===== src/rtl/rename_unit.sv =====
// Single-wide register rename stage: speculative RAT, circular free list,
// committed RAT for flush recovery, and in-order recycling of old mappings.
module rename_unit #(
  parameter int unsigned NUM_AREGS = 32,
  parameter int unsigned NUM_PREGS = 128,
  parameter int unsigned AREG_W    = $clog2(NUM_AREGS),
  parameter int unsigned PREG_W    = $clog2(NUM_PREGS)
) (
  input  logic              clk,
  input  logic              reset,
  input  logic              in_valid,
  output logic              in_ready,
  input  logic [AREG_W-1:0] in_rs1,
  input  logic [AREG_W-1:0] in_rs2,
  input  logic [AREG_W-1:0] in_rd,
  input  logic              in_regwrite,
  output logic              out_valid,
  input  logic              out_ready,
  output logic [PREG_W-1:0] out_prs1,
  output logic [PREG_W-1:0] out_prs2,
  output logic [PREG_W-1:0] out_prd,
  output logic [PREG_W-1:0] out_old_prd,
  output logic              out_alloc,
  input  logic              commit_valid,
  input  logic              commit_alloc,
  input  logic [AREG_W-1:0] commit_rd,
  input  logic [PREG_W-1:0] commit_prd,
  input  logic [PREG_W-1:0] commit_old_prd,
  input  logic              flush
);
  localparam int unsigned FL_DEPTH = NUM_PREGS - NUM_AREGS;
  localparam int unsigned FL_W     = $clog2(FL_DEPTH);
  localparam int unsigned CNT_W    = $clog2(FL_DEPTH + 1);

  logic [PREG_W-1:0] rat  [NUM_AREGS];
  logic [PREG_W-1:0] crat [NUM_AREGS];
  logic [PREG_W-1:0] fl   [FL_DEPTH];
  logic [FL_W-1:0]   head, tail, commit_head;
  logic [FL_W-1:0]   head_inc, tail_inc, commit_head_inc;
  logic [CNT_W-1:0]  fl_count, spec_count;
  logic              alloc, accept, acc_alloc, commit_push;

  // Handshake and pointer-increment logic.
  always_comb begin
    alloc       = in_regwrite && (in_rd != '0);
    in_ready    = !flush && (!out_valid || out_ready) && ((fl_count != '0) || !alloc);
    accept      = in_valid && in_ready;
    acc_alloc   = accept && alloc;
    commit_push = commit_valid && commit_alloc;
    head_inc        = (head == FL_W'(FL_DEPTH - 1)) ? '0 : head + FL_W'(1);
    tail_inc        = (tail == FL_W'(FL_DEPTH - 1)) ? '0 : tail + FL_W'(1);
    commit_head_inc = (commit_head == FL_W'(FL_DEPTH - 1)) ? '0 : commit_head + FL_W'(1);
  end

  always_ff @(posedge clk) begin
    if (reset) begin
      for (int i = 0; i < int'(NUM_AREGS); i++) begin
        rat[i]  <= PREG_W'(i);
        crat[i] <= PREG_W'(i);
      end
      for (int i = 0; i < int'(FL_DEPTH); i++) begin
        fl[i] <= PREG_W'(int'(NUM_AREGS) + i);
      end
      head        <= '0;
      tail        <= '0;
      commit_head <= '0;
      fl_count    <= CNT_W'(FL_DEPTH);
      spec_count  <= '0;
      out_valid   <= 1'b0;
      out_prs1    <= '0;
      out_prs2    <= '0;
      out_prd     <= '0;
      out_old_prd <= '0;
      out_alloc   <= 1'b0;
    end else begin
      // Commit is applied first so a same-cycle flush sees its effect.
      if (commit_push) begin
        fl[tail]    <= commit_old_prd;
        tail        <= tail_inc;
        commit_head <= commit_head_inc;
        if (commit_rd != '0) crat[commit_rd] <= commit_prd;
      end

      if (flush) begin
        for (int i = 0; i < int'(NUM_AREGS); i++) rat[i] <= crat[i];
        if (commit_push && (commit_rd != '0)) rat[commit_rd] <= commit_prd;
        head       <= commit_push ? commit_head_inc : commit_head;
        // Post-commit (fl+1)+(spec-1) equals the pre-commit sum.
        fl_count   <= fl_count + spec_count;
        spec_count <= '0;
        out_valid  <= 1'b0;
      end else begin
        fl_count   <= fl_count + CNT_W'(commit_push) - CNT_W'(acc_alloc);
        spec_count <= spec_count + CNT_W'(acc_alloc) - CNT_W'(commit_push);
        if (accept) begin
          out_valid <= 1'b1;
          out_prs1  <= rat[in_rs1];
          out_prs2  <= rat[in_rs2];
          out_alloc <= alloc;
          if (alloc) begin
            out_prd     <= fl[head];
            out_old_prd <= rat[in_rd];
            rat[in_rd]  <= fl[head];
            head        <= head_inc;
          end else begin
            out_prd     <= '0;
            out_old_prd <= '0;
          end
        end else if (out_ready) begin
          out_valid <= 1'b0;
        end
      end
    end
  end

  a_no_fl_overflow: assert property (@(posedge clk) disable iff (reset)
    !(commit_push && (fl_count == CNT_W'(FL_DEPTH))));
  a_no_spurious_commit: assert property (@(posedge clk) disable iff (reset)
    !(commit_push && (spec_count == '0)));

endmodule


===== config.mk =====
export PLATFORM = sky130hd
export DESIGN_NAME = rename_unit
export DESIGN_NICKNAME = d
export VERILOG_FILES = /design/src/rtl/rename_unit.sv
export SDC_FILE = /design/constraint.sdc
export NUM_CORES = 2
export LEC_CHECK = 0
export CAP_MARGIN = 20
export CORE_ASPECT_RATIO = 0.75
export CORE_MARGIN = 2
export CORE_UTILIZATION = 30
export DETAILED_ROUTE_END_ITERATION = 6
export PLACE_DENSITY = 0.49
export SYNTH_ARGS = -nofsm -noshare
export SYNTH_HDL_FRONTEND = slang
export SYNTH_SLANG_ARGS = --single-unit

===== constraint.sdc =====
create_clock -name clk -period 5.7 [get_ports clk]
set_clock_uncertainty 0.15 [all_clocks]
set_input_delay 1.14 -clock clk [delete_from_list [all_inputs] [get_ports clk]]
set_output_delay 1.14 -clock clk [all_outputs]
set_load 0.05 [all_outputs]

==> flow_summary.yaml <==
finish:
  area_growth_syn_to_layout_pct: 15.1
  finalInstanceArea_um2: 78100
  layout-drive-gt1-share: 0.223
  final_nets: 4916
timing:
  setup_viol: 0
  hold_viol: 0
  fmax_mhz: 201
  rsz0062_at_grt: "no"
  relSlewSlack: 0.186
  tightest_slew_ns: 1.21
  slew_viol_final: 0
  min_period_over_period: 0.873
  tns_ns: 0
  final_period_minus_worst_setup_slack_ns: 4.98
detailed_routing:
  drt-total-wl_um: 236000
  antenna_left: 0
  drcViolationCount: 0
  dr.pass1.iters: 6
  vias: 44600
  viasPerCell: 5.59
  initialDrtViolationCount: 6614
  wl_per_cell_um: 29.6
status:
  outcome: "finished, final reports clean"
synth:
  synth-seq-area-share: 0.616
  synth_top_cell_area_share: 0.595
  syn_area_um2: 67900
  ys_types: 84
  async_reset_ff_frac: 0
  avgSynthCellArea_um2: 14.2
  synthCells: 4786
  synth_area_leaders: "edfxtp_1 (59%), mux4_2 (15%), or3_1 (2.7%), and2_1 (2.3%), dfxtp_1 (2.1%)"
  synth-edff-count: 1344
  yosysTopAreaCell: "edfxtp_1"
  ys_ff_latch: 1416
  synth_ff_type: "edfxtp_1"
  synthTopCellsByCount: "edfxtp_1 (1344), mux4_2 (454), clkbuf_1 (373), nor2_1 (296), or3_1 (289)"
  yosysWarnings: 0
  yosysMostFrequentCell: "edfxtp_1"
placed_design:
  place_congestion: 0.916
  port_buffers: 72
  place_hpwl_um: 157000
  postPlaceCellArea_um2: 72800
grt:
  grt_pass1_wl_um: 334000
  grt_max_degree: 85
  grtUsageTotal: 0.202
  grt_pass1_vias: 42400
  grt_overflow_total: 0
  antenna_found_initial: 29
worst_setup_path:
  r2r_end: "rat[17][1]"
  slowest_stage: "dfxtp_4"
  cp_max_fo: 31
  reg2reg_slack_ns: 0.72
  worst-r2r-cell-count: 10
  crit_type: "flip-flop to flip-flop"
  max_stage_delay_ns: 0.79
  cp-start-kind: "flip-flop"
  cp-endpoint: "rat[17][1]"
  crit_chain: "buf_12 > buf_4 > mux4_2 > a22oi_1 > a311oi_1 > a311oi_1 > o21ai_0 > a31oi_4 > buf_12 > o21ai_0"
  cp.arrival_ns: 5.33
  required_ns: 6.06
  end_kind: "flip-flop"
power:
  switchingPower_uw: 6310
  internal_power_uw: 18500
  pwr-share-clk: 0.416
  ir_worst_vdd_uv: 244
  leakagePower_uw: 0.0241
  switching_share: 0.254
  power_frac_comb: 0.098
  p_seq_frac: 0.486
  power.density_nw_per_um2: 317
floorplanning:
  fp.dieH_um: 416
  dieArea_um2: 230000
  ioPinCount: 73
  start_util: 0.301
  fp.coreArea_um2: 225000
  die_w_um: 553
  num_rows: 151
clock_tree:
  cts_root_buf: "clkbuf_16"
  cts_hold_buf: 0
  cts-htree-levels: 4
  clockBufferDepth: 3
  cts_tree: "done"
  clk_pin_slew_ns: 0.06
  numCtsBuffers: 157
  cts_resized: 0
  worstSkewPairLatency_ns: 0.83
  clock-sinks: 1416
  cts_setup_buffers: 0
run:
  cap_violations: 0
hold_path:
  hp-class: "flip-flop to flip-flop"
-- sequential cells by signal (all words and copies together), names as in the netlist, named ones only --
register and count:
fl 896, crat 224, rat 224, commit_head 7
fl_count 7, head 7, out_old_prd 7, out_prd 7
out_prs1 7, out_prs2 7, spec_count 7, tail 7
out_alloc 1, out_valid 1
-- through the flow --
step / utilization / instances / power, µW / worst slack (ns) / hold slack [ns]
after floorplan: - / 4792 / 13500 / 1.14 / 0.324
after global placement: 0.323 / 7653 / 14600 / 0.468 / 0.337
after detailed placement: 0.323 / 7659 / 14700 / 0.448 / 0.342
after CTS: 0.346 / 7950 / 24900 / 0.701 / 0.350
after global routing: 0.347 / 7962 / 25500 / 0.563 / 0.378
final: 0.347 / 7966 / 24800 / 0.721 / 0.342
-- placed cells by master, fill, tap and decap left out, drive strengths merged, types with 9 or more instances in the layout --
master	n
or2	36
mux2i	70
xnor2	14
nand4	11
and2	252
ha	25
nor2	297
nand3	149
nor4	10
a211oi	45
nor2b	17
o2bb2ai	9
edfxtp	1344
clkbuf	206
a22oi	19
nand3b	18
buf	320
a21oi	123
bufinv	11
dfxtp	72
mux2	22
and3	65
o21ai	212
clkdlybuf4s50	58
mux4	454
or3	289
inv	39
nand2b	18
o31ai	14
nor3	276
clkinv	69
o211a	9
a22o	12
nand2	284
-- metal layers --
layer  track usage  share of wire  up-vias
met2         0.282           0.42     2194
met1         0.315           0.46    23400
met3        0.0423          0.095      277
li1              -              -    18700
met5             0        0.00011        -
met4        0.0492          0.022        4
-- worst min-delay path by stage --
stage,startpoint,to,slack (ns),depth (start not counted)
after global routing,out_prs1[4],out_prs1[4],0.38,2
after global placement,out_alloc,out_alloc,0.34,2
after floorplan,fl_count[6],fl_count[6],0.32,2
final,crat[2][6],rat[2][6],0.34,2
after detailed placement,out_prs1[1],out_prs1[1],0.34,2
after CTS,crat[25][2],rat[25][2],0.35,1
-- cell families after synthesis --
| kind of cell | after synthesis | synth area share |
|---|---|---|
| AND/OR/NAND/NOR | 1737 | 0.132 |
| AO/OA/AOI/OAI | 515 | 0.0463 |
| adder cells (fa/ha/maj) | 28 | 0.00549 |
| multiplexers | 546 | 0.165 |
| XOR/XNOR | 21 | 0.00271 |
| buffers and inverters | 522 | 0.0330 |
| flip-flops | 1416 | 0.616 |
| other | 1 | 0.0000553 |
-- final cells by class --
cell class | instances | area [µm²]
fill | 21600 | 147000
sequential | 1416 | 41800
multi-input combinational | 2854 | 24000
clock buffer | 205 | 4200
tap | 2983 | 3730
timing repair buffer | 379 | 3230
clock inverter | 86 | 1010
inverter | 38 | 153
antenna | 5 | 12.5
-- worst max-delay path: cells and delay by family (launching register included) --
family                 cells  cell delay [ns]
buffers and inverters      3             1.02
multiplexers               1             0.54
AO/OA/AOI/OAI              6             2.08
flip-flops                 1             0.79
-- power groups by stage --
stage | Clock, µW | Combinational, µW | Sequential (µW)
finish | 10300 | 2430 | 12000
CTS | 10500 | 2410 | 12000
detailed placement | 0 | 2400 | 12300
floorplan | 0 | 1410 | 12100
global placement | 0 | 2400 | 12200
global route | 10900 | 2550 | 12100
No activity file was read; power rests on OpenSTA's default activity.
